$ cat src/rtl/ifs_pkg.sv
// Shared types and default widths for the instruction fetch sequencer.
// Latency: n/a (declarations only).
// Backpressure: n/a.
package ifs_pkg;

  localparam int IFS_ADDR_W = 5;
  localparam int IFS_DATA_W = 32;
  localparam int IFS_CNT_W  = 16;

  typedef enum logic [1:0] {
    IDLE  = 2'd0,
    RUN   = 2'd1,
    DRAIN = 2'd2,
    HALT  = 2'd3
  } ifs_state_t;

endpackage

$ cat src/rtl/ifs_perf_counter.sv
// Saturating event counter; counts cycles with inc high, sticks at all-ones.
// Latency: count reflects inc one edge later.
// Backpressure: none (pure observer).
// Ports: clk, rst (sync, active-high), inc (event strobe), count (running total).
module ifs_perf_counter #(
  parameter int W = 16
) (
  input  logic         clk,
  input  logic         rst,
  input  logic         inc,
  output logic [W-1:0] count
);

  always_ff @(posedge clk) begin
    if (rst) begin
      count <= '0;
    end else if (inc && (count != '1)) begin
      count <= count + 1'b1;
    end
  end

endmodule

$ cat src/rtl/instr_fetch_sequencer.sv
// Owns the PC, fetches one word per cycle from a combinational imem into an output register.
// Latency: instruction at pc appears on instr one edge after pc is driven; redirect costs one bubble.
// Backpressure: instr_valid/instr_ready; while the held word is not taken, pc and instr hold.
// Ports: clk/rst (sync, active-high); imem_addr/imem_data to instruction memory;
//   redirect_valid/redirect_addr and halt_req from control; instr_valid/instr/instr_pc/
//   instr_ready to decode; halted status.
// Optional: define IFS_PERF_CNT_EN to add fetch_count (saturating handshake counter).
module instr_fetch_sequencer
  import ifs_pkg::*;
#(
  parameter int                ADDR_W   = IFS_ADDR_W,
  parameter int                DATA_W   = IFS_DATA_W,
  parameter logic [ADDR_W-1:0] RESET_PC = '0
) (
  input  logic              clk,
  input  logic              rst,
  output logic [ADDR_W-1:0] imem_addr,
  input  logic [DATA_W-1:0] imem_data,
  input  logic              redirect_valid,
  input  logic [ADDR_W-1:0] redirect_addr,
  input  logic              halt_req,
  output logic              instr_valid,
  output logic [DATA_W-1:0] instr,
  output logic [ADDR_W-1:0] instr_pc,
  input  logic              instr_ready,
  output logic              halted
`ifdef IFS_PERF_CNT_EN
  ,
  output logic [IFS_CNT_W-1:0] fetch_count
`endif
);

  ifs_state_t        state, state_d;
  logic [ADDR_W-1:0] pc, pc_d;
  logic              valid_d;
  logic              load;
  logic              load_ok;

  // Output register is free when empty or being consumed this cycle.
  assign load_ok   = !instr_valid || instr_ready;
  assign imem_addr = pc;
  assign halted    = (state == HALT);

  always_comb begin
    state_d = state;
    pc_d    = pc;
    valid_d = instr_valid;
    load    = 1'b0;
    unique case (state)
      IDLE: state_d = RUN;
      RUN: begin
        if (redirect_valid) begin
          // Redirect always wins over a load; a concurrent halt still takes effect.
          pc_d    = redirect_addr;
          valid_d = 1'b0;
          if (halt_req) state_d = HALT;
        end else if (halt_req) begin
          if (load_ok) begin
            valid_d = 1'b0;
            state_d = HALT;
          end else begin
            state_d = DRAIN;
          end
        end else if (load_ok) begin
          load    = 1'b1;
          valid_d = 1'b1;
          pc_d    = pc + 1'b1;  // wraps modulo 2^ADDR_W
        end
      end
      DRAIN: begin
        if (redirect_valid) begin
          // Flushing the held word empties the output, so the pending halt completes.
          pc_d    = redirect_addr;
          valid_d = 1'b0;
          state_d = HALT;
        end else if (instr_ready) begin
          valid_d = 1'b0;
          state_d = HALT;
        end
      end
      HALT: begin
        if (redirect_valid) begin
          pc_d    = redirect_addr;
          state_d = RUN;
        end
      end
      default: state_d = IDLE;
    endcase
  end

  always_ff @(posedge clk) begin
    if (rst) begin
      state       <= IDLE;
      pc          <= RESET_PC;
      instr_valid <= 1'b0;
      instr       <= '0;
      instr_pc    <= '0;
    end else begin
      state       <= state_d;
      pc          <= pc_d;
      instr_valid <= valid_d;
      if (load) begin
        instr    <= imem_data;
        instr_pc <= pc;
      end
    end
  end

`ifdef IFS_PERF_CNT_EN
  logic handshake;
  assign handshake = instr_valid && instr_ready;

  ifs_perf_counter #(
    .W(IFS_CNT_W)
  ) u_perf_counter (
    .clk  (clk),
    .rst  (rst),
    .inc  (handshake),
    .count(fetch_count)
  );
`endif

endmodule
$ cat config.mk
export PLATFORM = sky130hd
export DESIGN_NAME = instr_fetch_sequencer
export DESIGN_NICKNAME = d
export VERILOG_FILES = /design/src/rtl/ifs_pkg.sv /design/src/rtl/ifs_perf_counter.sv /design/src/rtl/instr_fetch_sequencer.sv
export SDC_FILE = /design/constraint.sdc
export NUM_CORES = 1
export LEC_CHECK = 0
export ABC_AREA = 1
export ABC_CLOCK_PERIOD_IN_PS = 3570
export CAP_MARGIN = 20
export CORE_MARGIN = 4
export CORE_UTILIZATION = 35
export DETAILED_ROUTE_END_ITERATION = 10
export PLACE_DENSITY = 0.69
export SLEW_MARGIN = 30
export SYNTH_ARGS = -nofsm -noshare
export SYNTH_HDL_FRONTEND = slang
export SYNTH_SLANG_ARGS = --single-unit
$ cat constraint.sdc
create_clock -name clk -period 3.57 [get_ports clk]
set_clock_uncertainty 0.1 [all_clocks]
set_input_delay 0.714 -clock clk [delete_from_list [all_inputs] [get_ports clk]]
set_output_delay 0.714 -clock clk [all_outputs]
set_load 0.01 [all_outputs]
## Yosys cells after proc, flatten, opt, wreduce, memory -nomap -nowiden

Index checks and enable logic that the tools add are counted.
Widths: inputs -> output; s select.

- Input bits: 42
- Output and inout port bits: 44
- Register bits: 45

- Add/subtract/negate cells: 1
- Muxes and demuxes: 24
- Equal/unequal tests: 9
- Reduce and logical (&&, ||, !) cells: 9

Operators with widths:

| kind | number |
|---|---|
| $mux 5 | 4 |
| $mux 2 | 6 |
| $mux 1 | 11 |
| $pmux 5 s2 | 1 |
| $ne 3x3->1 const B | 3 |
| $pmux 2 s4 | 1 |
| $reduce_and 3->1 | 2 |
| $add 5x1->5 const B | 1 |
| $eq 2x2->1 const B | 2 |
| $ne 2x2->1 const B | 2 |
| $reduce_and 4->1 | 1 |
| $reduce_bool 2->1 | 2 |
| $eq 2x1->1 const B | 1 |
| $logic_not 2->1 | 1 |
| $ne 2x1->1 const B | 1 |
| $pmux 1 s2 | 1 |
| $reduce_or 2->1 | 1 |
| $logic_not 1->1 | 1 |
| $logic_or 1x1->1 | 1 |

## Depth between registers and ports, before layout

Gate-level depths: netlist of run 1.

- Word-level depth: 6
- Mapped depth: 10
- Depth with buffers taken out: 10

## Least setup slack after synthesis of run 1

OpenSTA, ideal clock, no wires.

- Kind: input to register
- From: input port instr_ready
- To: register pc[2] (netlist: imem_addr[2])
- Required time: 3354 ps
- Buffers on the path: 0
- Data arrival time: 1410 ps
- Path slack: 1944 ps
- Cell stages on the path: 6
- Cell sequence: inv_1 nand2_1 nor3_1 nor2_2 o21ai_0 nor2_1

- Longest elaborated chain between the ends: 3

Ends and longest elaborated chain:

| element | line | RTL |
|---|---|---|
| start: declaration | instr_fetch_sequencer.sv:25 | `input logic instr_ready,` |
| $logic_or 1x1->1 | instr_fetch_sequencer.sv:40 | `assign load_ok = !instr_valid \|\| instr_ready;` |
| $ne 3x3->1 (no line) | -- |  |
| $reduce_and 4->1 (no line) | -- |  |
| end signal: assignment | instr_fetch_sequencer.sv:100 | `pc <= pc_d;` |
| end: declaration | instr_fetch_sequencer.sv:34 | `logic [ADDR_W-1:0] pc, pc_d;` |

Every way passes these cells.
A chain may end at the register's enable or synchronous reset.

## Final worst setup path of run 1

- From: input port halt_req
- To: register instr_pc[4]

- Longest elaborated chain between the ends: 3

Ends and longest elaborated chain:

| element | line | RTL |
|---|---|---|
| start: declaration | instr_fetch_sequencer.sv:21 | `input logic halt_req,` |
| $mux 1 | instr_fetch_sequencer.sv:57 | `end else if (halt_req) begin` |
| $mux 1 | instr_fetch_sequencer.sv:52 | `if (redirect_valid) begin` |
| $mux 1 | instr_fetch_sequencer.sv:49 | `unique case (state)` |
| end signal: assignment | instr_fetch_sequencer.sv:104 | `instr_pc <= pc;` |
| end: declaration | instr_fetch_sequencer.sv:24 | `output logic [ADDR_W-1:0] instr_pc,` |

Every way passes these cells.

==> key figures, run 1 <==
Die
  • Initial Util: 0.366
  • Die height: 81.5 um
  • Core area: 5170 um2
  • I/O Pins: 86
  • Die Span X: 81.5 um
  • Die area: 6650 um2
  • Row count: 26

Clock tree
  • CTS tree: yes
  • CTS Hold Buffers Added: 0
  • CTS root buffer: clkbuf_8
  • Resized Gates After CTS: 0
  • Clock Latency Late Sink: 0.29 ns
  • CTS sink cnt: 45
  • Post-CTS Setup Bufs: 0
  • Reg clk slew, reported paths: 0.08 ns
  • CTS Buffer Depth: 2
  • Htree depth: 2
  • Num CTS Buffers: 5

Synth
  • Synth unique cells: 23
  • Sequential fraction of the synthesis area: 0.476
  • Avg Cell Area, Syn: 7.60 um2
  • Synthesis warning total: 0
  • Synthesis-stage register bit count: 45
  • Synthesized Nets: 296
  • Mapped Cells: 249
  • Syn Std Cell Area: 1890 um2

STA
  • Final hold violation count: 0
  • Max_slew headroom: 0.513
  • Post-layout min period: 2.55 ns
  • Setup WS post-layout: 1.02 ns
  • Worst slew pin tran: 0.730 ns
  • Final Setup Violations: 0
  • Max Slew Vio Count: 0
  • Final Cycle Share: 0.715
  • Fmax: 392 MHz
  • Setup TNS: 0 ns
  • RSZ-0062 raised after global routing: no

Finish
  • Diode count: 0
  • Final net count: 378
  • Seq. cell area: 901 um2
  • Layout fillers: 496
  • Layout cells sized above 1: 0.0813
  • Non-filler cells, final: 402
  • Multi-input logic area: 867 um2
  • Area Growth Syn to Fin: 52.1%

Place
  • Dpl cells: 394
  • Final Wtd Congestion: 0.874
  • Number of port buffers: 85
  • Hpwl dp: 3500 um
  • Place WS: 0.656 ns

Worst setup path
  • Delay-heaviest family, CP: buffers and inverters
  • Critical path fanouts, max: 39
  • Crit path launch type: primary input
  • Worst path required time: 3.70 ns
  • CP Buf/Inv Count: 2
  • Worst path slowest cell: inv_2
  • Slowest stage delay, CP: 0.66 ns
  • Crit path kind: in -> reg
  • CP arrival: 2.68 ns
  • Crit path capture type: flop
  • Crit-path cells: clkdlybuf4s50_1, nor2_4, nand3_4, inv_2, o21ai_0, a21oi_2

Outcome
  • Status: completed

Routing
  • Vias per std cell: 4.59
  • Post-DRT Antenna Nets: 0
  • Initial drt markers: 91
  • Total routed wirelength: 4830 um
  • Pre-antenna DRT Iters: 4
  • Vias: 1844
  • Residual DRC: 0
  • Drt wl/cell: 12.0 um

Worst hold path
  • Hold WC Path Type: reg -> reg

Power
  • P_leak: 0.00109 uW
  • Power Total: 1660 uW
  • Worst IR Drop VDD: 306 uV
  • PD cells: 577 nW/um2

GRT
  • Largest net degree at the start of global routing: 40
  • Number of global-route vias before repair: 1660
  • Global route overflow: 0
  • Total track usage: 0.144
  • Antenna violations before repair: 0
  • First-pass GRT wire length: 7510 um

Job
  • Max-cap violations: 0
## flip-flops by register name, summed over array words and instances, names as in the netlist
name and count:
state 2, instr_valid 1, instr 32, imem_addr 5
instr_pc 5
## routing by layer
| metal | part of all wire | vias up | global-route usage |
|---|---|---|---|
| li1 | - | 966 | - |
| met1 | 0.44 | 816 | 0.175 |
| met2 | 0.46 | 55 | 0.235 |
| met3 | 0.093 | 7 | 0.0493 |
| met4 | 0.011 | 0 | 0.0507 |
| met5 | 0 | - | 0 |
## through the flow
stage               area [um2]  hold slack (ns)   util
finish                    2880            0.387  0.556
global route              2880            0.406  0.556
CTS                       2880            0.391  0.556
detailed placement        2770            0.370  0.535
global placement          2770            0.361  0.535
floorplan                 1890            0.376      -
## synth_stat cells (all sizes together)
| master | count | area (um2) |
|---|---|---|
| a21oi | 6 | 37.5 |
| buf | 4 | 41.3 |
| clkbuf | 7 | 30.0 |
| dfxtp | 45 | 901 |
| ha | 5 | 62.6 |
| inv | 14 | 52.6 |
| nand2 | 16 | 60.1 |
| nand3 | 11 | 67.6 |
| nand4 | 2 | 12.5 |
| nor2 | 86 | 355 |
| nor3 | 1 | 5.00 |
| o21ai | 49 | 245 |
| or2 | 2 | 12.5 |
| xnor2 | 1 | 8.76 |
## worst register-to-register path, stage by stage (launching register included)
cell     delay [ns]
dfxtp_1        0.35
inv_1          0.08
ha_1           0.13
inv_1          0.07
nor2_4         0.13
nand3_4        0.28
inv_2          0.66
o21ai_0        0.22
a21oi_2        0.14
## layout by cell type (no fill, tap or decap), drive strengths merged
cell / n
or2: 2
clkdlybuf4s50: 85
inv: 14
a21oi: 6
nand4: 2
nor3: 1
nand3: 11
clkinv: 1
o21ai: 49
ha: 5
clkbuf: 6
bufinv: 1
buf: 1
dfxtp: 45
xnor2: 1
nor2: 86
nand2: 16
## layout make-up
type,count,share of cell area
repair buffers,86,0.298
well taps,70,0.0304
multi-input cells,179,0.301
inverters,14,0.0183
clock buffers,6,0.0252
flip-flops and latches,45,0.313
clock inverters,2,0.0135
## path summary, 6_finish.rpt
kind                             startpoint  depth (start not counted)          end  slack [ns]
worst max-delay path               halt_req                          6  instr_pc[4]        1.02
worst min-delay path            instr_pc[2]                          2  instr_pc[2]        0.39
worst max register to register     state[1]                          8  instr_pc[4]        1.34
worst min register to register  instr_pc[2]                          2  instr_pc[2]        0.39
## power by group
part	total, uW	switching [uW]	internal [uW]
registers	672	74.9	597
clock network	383	173	210
logic	606	301	305
total	1660	548	1110
## kinds of logic (layout without fill, tap and decap cells)
kind of cell / Yosys count / count (layout) / share of synthesized area
and+or+nand+nor: 118 / 118 / 0.271
AOI/OAI and AO/OA: 55 / 55 / 0.149
DFF: 45 / 45 / 0.476
buffers and inverters: 25 / 108 / 0.0655
adders and majority gates: 5 / 5 / 0.0331
xor gates and xnor gates: 1 / 1 / 0.00463
(Power assumes the default switching activity.)
==> run 2: changes to the inputs <==
--- a/config.mk
+++ b/config.mk
@@ -6,7 +6,7 @@
 export NUM_CORES = 1
 export LEC_CHECK = 0
 export ABC_AREA = 1
-export ABC_CLOCK_PERIOD_IN_PS = 3570
+export ABC_CLOCK_PERIOD_IN_PS = 2600
 export CAP_MARGIN = 20
 export CORE_MARGIN = 4
 export CORE_UTILIZATION = 35
==> constraint.sdc (replaced) <==
create_clock -name clk -period 2.6 [get_ports clk]
set_clock_uncertainty 0.1 [all_clocks]
set_input_delay 0.52 -clock clk [delete_from_list [all_inputs] [get_ports clk]]
set_output_delay 0.52 -clock clk [all_outputs]
set_load 0.01 [all_outputs]
==> key figures, run 2 (synthesized netlist as in run 1, its figures left out) <==
Finish
  • Seq. cell area: 901 um2 (unchanged)
  • Final net count: 380 (+0.53%)
  • Max reg flops: 32 (unchanged)
  • Commonest non-fill, non-tap cell in the layout: clkdlybuf4s50_1
  • Layout fillers: 491 (-1.0%)
  • Area Growth Syn to Fin: 52.4%
  • Diode count: 0 (unchanged)
  • Most frequent cells in the layout: clkdlybuf4s50_1 (85), nor2_1 (75), o21ai_0 (47)
  • Multi-input logic area: 867 um2 (unchanged)
  • Non-filler cells, final: 403 (+0.25%)
  • Most flop-heavy register: instr
  • Layout cells sized above 1: 0.0871 (+0.00576)

Outcome
  • Status: completed

Routing
  • Total routed wirelength: 4680 um (-3.1%)
  • Pre-antenna DRT Iters: 4 (unchanged)
  • Residual DRC: 0 (unchanged)
  • Initial drt markers: 58 (-36%)
  • Vias: 1830 (-0.76%)
  • Vias per std cell: 4.54 (-1.0%)
  • Drt wl/cell: 11.6 um (-3.4%)
  • Post-DRT Antenna Nets: 0 (unchanged)

Worst setup path
  • CP Buf/Inv Count: 1 (-1)
  • Critical path fanouts, max: 5 (-87%)
  • Crit path launch type: flop
  • Worst path required time: 1.98 ns (-1.72 ns)
  • Delay-heaviest family, CP: buffers and inverters
  • Crit path kind: reg -> out
  • Worst path slowest cell: clkdlybuf4s50_1
  • Slowest stage delay, CP: 0.56 ns (-0.10 ns)
  • RR Startpoint: state[0]
  • CP arrival: 1.50 ns (-1.18 ns)
  • Crit-path cells: ha_1, clkdlybuf4s50_1
  • Setup crit start: state[0]
  • Crit path capture type: primary output

Power
  • Power Total: 2190 uW (+32%)
  • Worst IR Drop VDD: 375 uV (+23%)
  • PD cells: 759 nW/um2 (+32%)
  • P_leak: 0.00109 uW (about the same)

STA
  • Final Cycle Share: 0.816
  • Post-layout min period: 2.12 ns
  • RSZ-0062 raised after global routing: no
  • Final hold violation count: 0 (unchanged)
  • Setup WS post-layout: 0.478 ns (-0.539 ns)
  • Final Setup Violations: 0 (unchanged)
  • Fmax: 471 MHz
  • Min Hold Slack: 0.385 ns (-0.00160 ns)
  • Max Slew Vio Count: 0 (unchanged)
  • Worst slew pin tran: 0.403 ns (-0.327 ns)
  • Max_slew headroom: 0.731 (+0.218)
  • Setup TNS: 0 ns (unchanged)

Clock tree
  • CTS Hold Buffers Added: 0 (unchanged)
  • CTS root buffer: clkbuf_8
  • CTS sink cnt: 45 (unchanged)
  • CTS Buffer Depth: 2 (unchanged)
  • Num CTS Buffers: 5 (unchanged)
  • Resized Gates After CTS: 0 (unchanged)
  • Clock Latency Late Sink: 0.28 ns (about the same)
  • Htree depth: 2 (unchanged)
  • Post-CTS Setup Bufs: 0 (unchanged)
  • CTS tree: yes
  • Reg clk slew, reported paths: 0.08 ns (about the same)

GRT
  • Global route overflow: 0 (unchanged)
  • Number of global-route vias before repair: 1632 (-1.7%)
  • Largest net degree at the start of global routing: 41 (+2.5%)
  • First-pass GRT wire length: 7310 um (-2.7%)
  • Antenna violations before repair: 0 (unchanged)
  • Total track usage: 0.141 (-0.00266)

Job
  • Max-cap violations: 0 (unchanged)

Die
  • Die height: 81.5 um (unchanged)
  • Core area: 5170 um2 (unchanged)
  • Initial Util: 0.366 (unchanged)
  • Die area: 6650 um2 (unchanged)
  • Row count: 26 (unchanged)
  • I/O Pins: 86 (unchanged)
  • Die Span X: 81.5 um (unchanged)

Place
  • Hpwl dp: 3420 um (-2.5%)
  • Number of port buffers: 85 (unchanged)
  • Dpl cells: 396 (+0.51%)
  • Final Wtd Congestion: 0.798 (-8.7%)
  • Place WS: 0.448 ns (-0.208 ns)

Worst hold path
  • HP Start: instr[23]
  • Hold WC Path Type: reg -> reg
[run 2: cell types whose count changed in the layout (fill, tap and decap cells not counted), sizes merged]
cell	previous run	this run
buf	1	3
bufinv	1	0
clkinv	1	0
clkinvlp	0	1
[run 2: final timing paths]
kind	slack, ns	end	cells past startpoint
hold / removal	0.39	instr[23]	2
setup / recovery	0.48	halted	2
hold reg to reg	0.39	instr[23]	2
setup reg to reg	0.93	imem_addr[1]	10
[run 2: final cells by class]
class | count | area share
clock buffer | 6 | 0.0286
clock inverter | 1 | 0.00260
inverter | 14 | 0.0182
multi-input combinational | 179 | 0.301
sequential | 45 | 0.312
tap | 70 | 0.0304
timing repair buffer | 88 | 0.307
[run 2: tightest hold or removal path: stages (launching register included)]
cell and delay [ns]:
dfxtp_1 0.33, nor2_1 0.05, nor2_1 0.08
[run 2: power by group]
group          internal (uW)  switching [uW]  leakage [uW]
Sequential               820             103      0.000367
Clock                    210             217     0.0000433
Combinational            428             410      0.000678
Total                   1460             731       0.00109
[run 2: metal layers]
metal / track usage / vias to the layer above / part of all wire
met5: 0 / - / 0
met4: 0.0304 / 0 / 0.0047
met3: 0.0548 / 5 / 0.090
met2: 0.240 / 58 / 0.45
met1: 0.168 / 801 / 0.46
li1: - / 966 / -
[run 2: stage by stage]
step | instance area (um2) | utilization
2_1_floorplan | 1890 | -
3_3_place_gp | 2790 | 0.540
3_5_place_dp | 2790 | 0.540
4_1_cts | 2880 | 0.558
5_1_grt | 2880 | 0.558
6_report | 2880 | 0.558
==> run 3: changes to the inputs <==
--- a/config.mk
+++ b/config.mk
@@ -6,7 +6,7 @@
 export NUM_CORES = 1
 export LEC_CHECK = 0
 export ABC_AREA = 1
-export ABC_CLOCK_PERIOD_IN_PS = 2600
+export ABC_CLOCK_PERIOD_IN_PS = 2150
 export CAP_MARGIN = 20
 export CORE_MARGIN = 4
 export CORE_UTILIZATION = 35
==> constraint.sdc (replaced) <==
create_clock -name clk -period 2.15 [get_ports clk]
set_clock_uncertainty 0.1 [all_clocks]
set_input_delay 0.43 -clock clk [delete_from_list [all_inputs] [get_ports clk]]
set_output_delay 0.43 -clock clk [all_outputs]
set_load 0.01 [all_outputs]
==> key figures, run 3 (synthesized netlist as in run 1, its figures left out) <==
Outcome
  • Status: completed

Clock tree
  • CTS tree: yes
  • CTS root buffer: clkbuf_8
  • Clock Latency Late Sink: 0.30 ns (+0.02 ns)
  • Post-CTS Setup Bufs: 0 (unchanged)
  • CTS Buffer Depth: 2 (unchanged)
  • CTS sink cnt: 45 (unchanged)
  • CTS Hold Buffers Added: 0 (unchanged)
  • Num CTS Buffers: 5 (unchanged)
  • Resized Gates After CTS: 0 (unchanged)
  • Reg clk slew, reported paths: 0.09 ns (about the same)
  • Htree depth: 2 (unchanged)

Finish
  • Max reg flops: 32 (unchanged)
  • Most flop-heavy register: instr
  • Commonest non-fill, non-tap cell in the layout: clkdlybuf4s50_1
  • Layout cells sized above 1: 0.101 (+0.0138)
  • Diode count: 0 (unchanged)
  • Final net count: 383 (+0.79%)
  • Most frequent cells in the layout: clkdlybuf4s50_1 (85), nor2_1 (75), o21ai_0 (47)
  • Layout fillers: 484 (-1.4%)
  • Area Growth Syn to Fin: 54.7%

STA
  • Final Cycle Share: 0.941
  • Max_slew headroom: 0.759 (+0.0278)
  • RSZ-0062 raised after global routing: no
  • Fmax: 494 MHz
  • Max Slew Vio Count: 0 (unchanged)
  • Final hold violation count: 0 (unchanged)
  • Setup TNS: 0 ns (unchanged)
  • Final Setup Violations: 0 (unchanged)
  • Setup WS post-layout: 0.126 ns (-0.352 ns)
  • Post-layout min period: 2.02 ns
  • Worst slew pin tran: 0.359 ns (-0.0439 ns)

Worst setup path
  • Crit path kind: reg -> out
  • Crit path capture: halted
  • Reg-to-reg setup timing slack: 0.47 ns (-0.46 ns)
  • Crit path capture type: primary output
  • R2R depth: 10 (unchanged)
  • Setup crit start: state[0]
  • Crit Reg-Reg Endpoint: imem_addr[2]
  • Critical path fanouts, max: 5 (unchanged)
  • RR Startpoint: state[0]
  • Crit path launch type: flop
  • CP arrival: 1.49 ns (about the same)
  • Worst path required time: 1.62 ns (-0.36 ns)

Worst hold path
  • Hold WC Path Type: reg -> reg

Routing
  • Total routed wirelength: 4900 um (+4.7%)
  • Drt wl/cell: 12.0 um (+3.7%)
  • Pre-antenna DRT Iters: 4 (unchanged)
  • Residual DRC: 0 (unchanged)
  • Initial drt markers: 58 (unchanged)
  • Post-DRT Antenna Nets: 0 (unchanged)
  • Vias per std cell: 4.60 (+1.2%)
  • Vias: 1871 (+2.2%)

Die
  • Die height: 81.5 um (unchanged)
  • I/O Pins: 86 (unchanged)
  • Die Span X: 81.5 um (unchanged)
  • Initial Util: 0.366 (unchanged)
  • Die area: 6650 um2 (unchanged)
  • Row count: 26 (unchanged)
  • Core area: 5170 um2 (unchanged)

GRT
  • Largest net degree at the start of global routing: 36 (-12%)
  • Global route overflow: 0 (unchanged)
  • Total track usage: 0.150 (+0.00915)
  • Number of global-route vias before repair: 1748 (+7.1%)
  • First-pass GRT wire length: 7870 um (+7.7%)
  • Antenna violations before repair: 0 (unchanged)

Place
  • Number of port buffers: 85 (unchanged)
  • Final Wtd Congestion: 0.777 (-2.6%)
  • Hpwl dp: 3660 um (+7.2%)
  • Place WS: 0.179 ns (-0.269 ns)

Power
  • Worst IR Drop VDD: 542 uV (+44%)
  • P_leak: 0.00111 uW (+2.0%)
  • PD cells: 925 nW/um2 (+22%)

Job
  • Max-cap violations: 0 (unchanged)
==> run 3: through the flow <==
step	cells	util	hold slack, ns	cell area [um2]	total power, uW
after CTS	407	0.565	0.392	2920	2740
final	407	0.566	0.388	2930	2710
after floorplan	249	-	0.376	1890	1690
after global placement	399	0.547	0.363	2830	2160
after detailed placement	399	0.547	0.373	2830	2180
after global routing	407	0.566	0.411	2930	2910
==> run 3: critical path, stage by stage, from the launching register on <==
cell	delay, ns
dfxtp_1	0.41
ha_2	0.25
clkdlybuf4s50_1	0.54
==> run 3: layer usage <==
| metal | track usage | part of all wire | up-vias |
|---|---|---|---|
| met2 | 0.249 | 0.47 | 58 |
| met1 | 0.188 | 0.44 | 827 |
| met4 | 0.0456 | 0.0094 | 0 |
| met5 | 0 | 0 | - |
| li1 | - | - | 979 |
| met3 | 0.0450 | 0.078 | 7 |
==> run 3: power by group <==
group | switching [uW] | internal, uW
sequential | 124 | 991
combinational | 505 | 530
clock | 315 | 242
==> run 3: final cells by class <==
cell class	count	area [um2]	share of cell area
clock buffer	5	68.8	0.0235
timing repair buffer	91	921	0.315
sequential	45	901	0.308
tap	70	87.6	0.0299
inverter	14	52.6	0.0180
clock inverter	3	26.3	0.00898
multi-input combinational	179	870	0.297
==> run 3: worst min path at each step <==
stage           startpoint          end  slack (ns)  cells past startpoint
2_1_floorplan     state[1]     state[1]        0.38                      2
3_5_place_dp     instr[20]    instr[20]        0.37                      2
4_1_cts          instr[20]    instr[20]        0.39                      2
5_1_grt        instr_pc[0]  instr_pc[0]        0.41                      2
3_3_place_gp   instr_pc[2]  instr_pc[2]        0.36                      2
6_report          instr[3]     instr[3]        0.39                      2
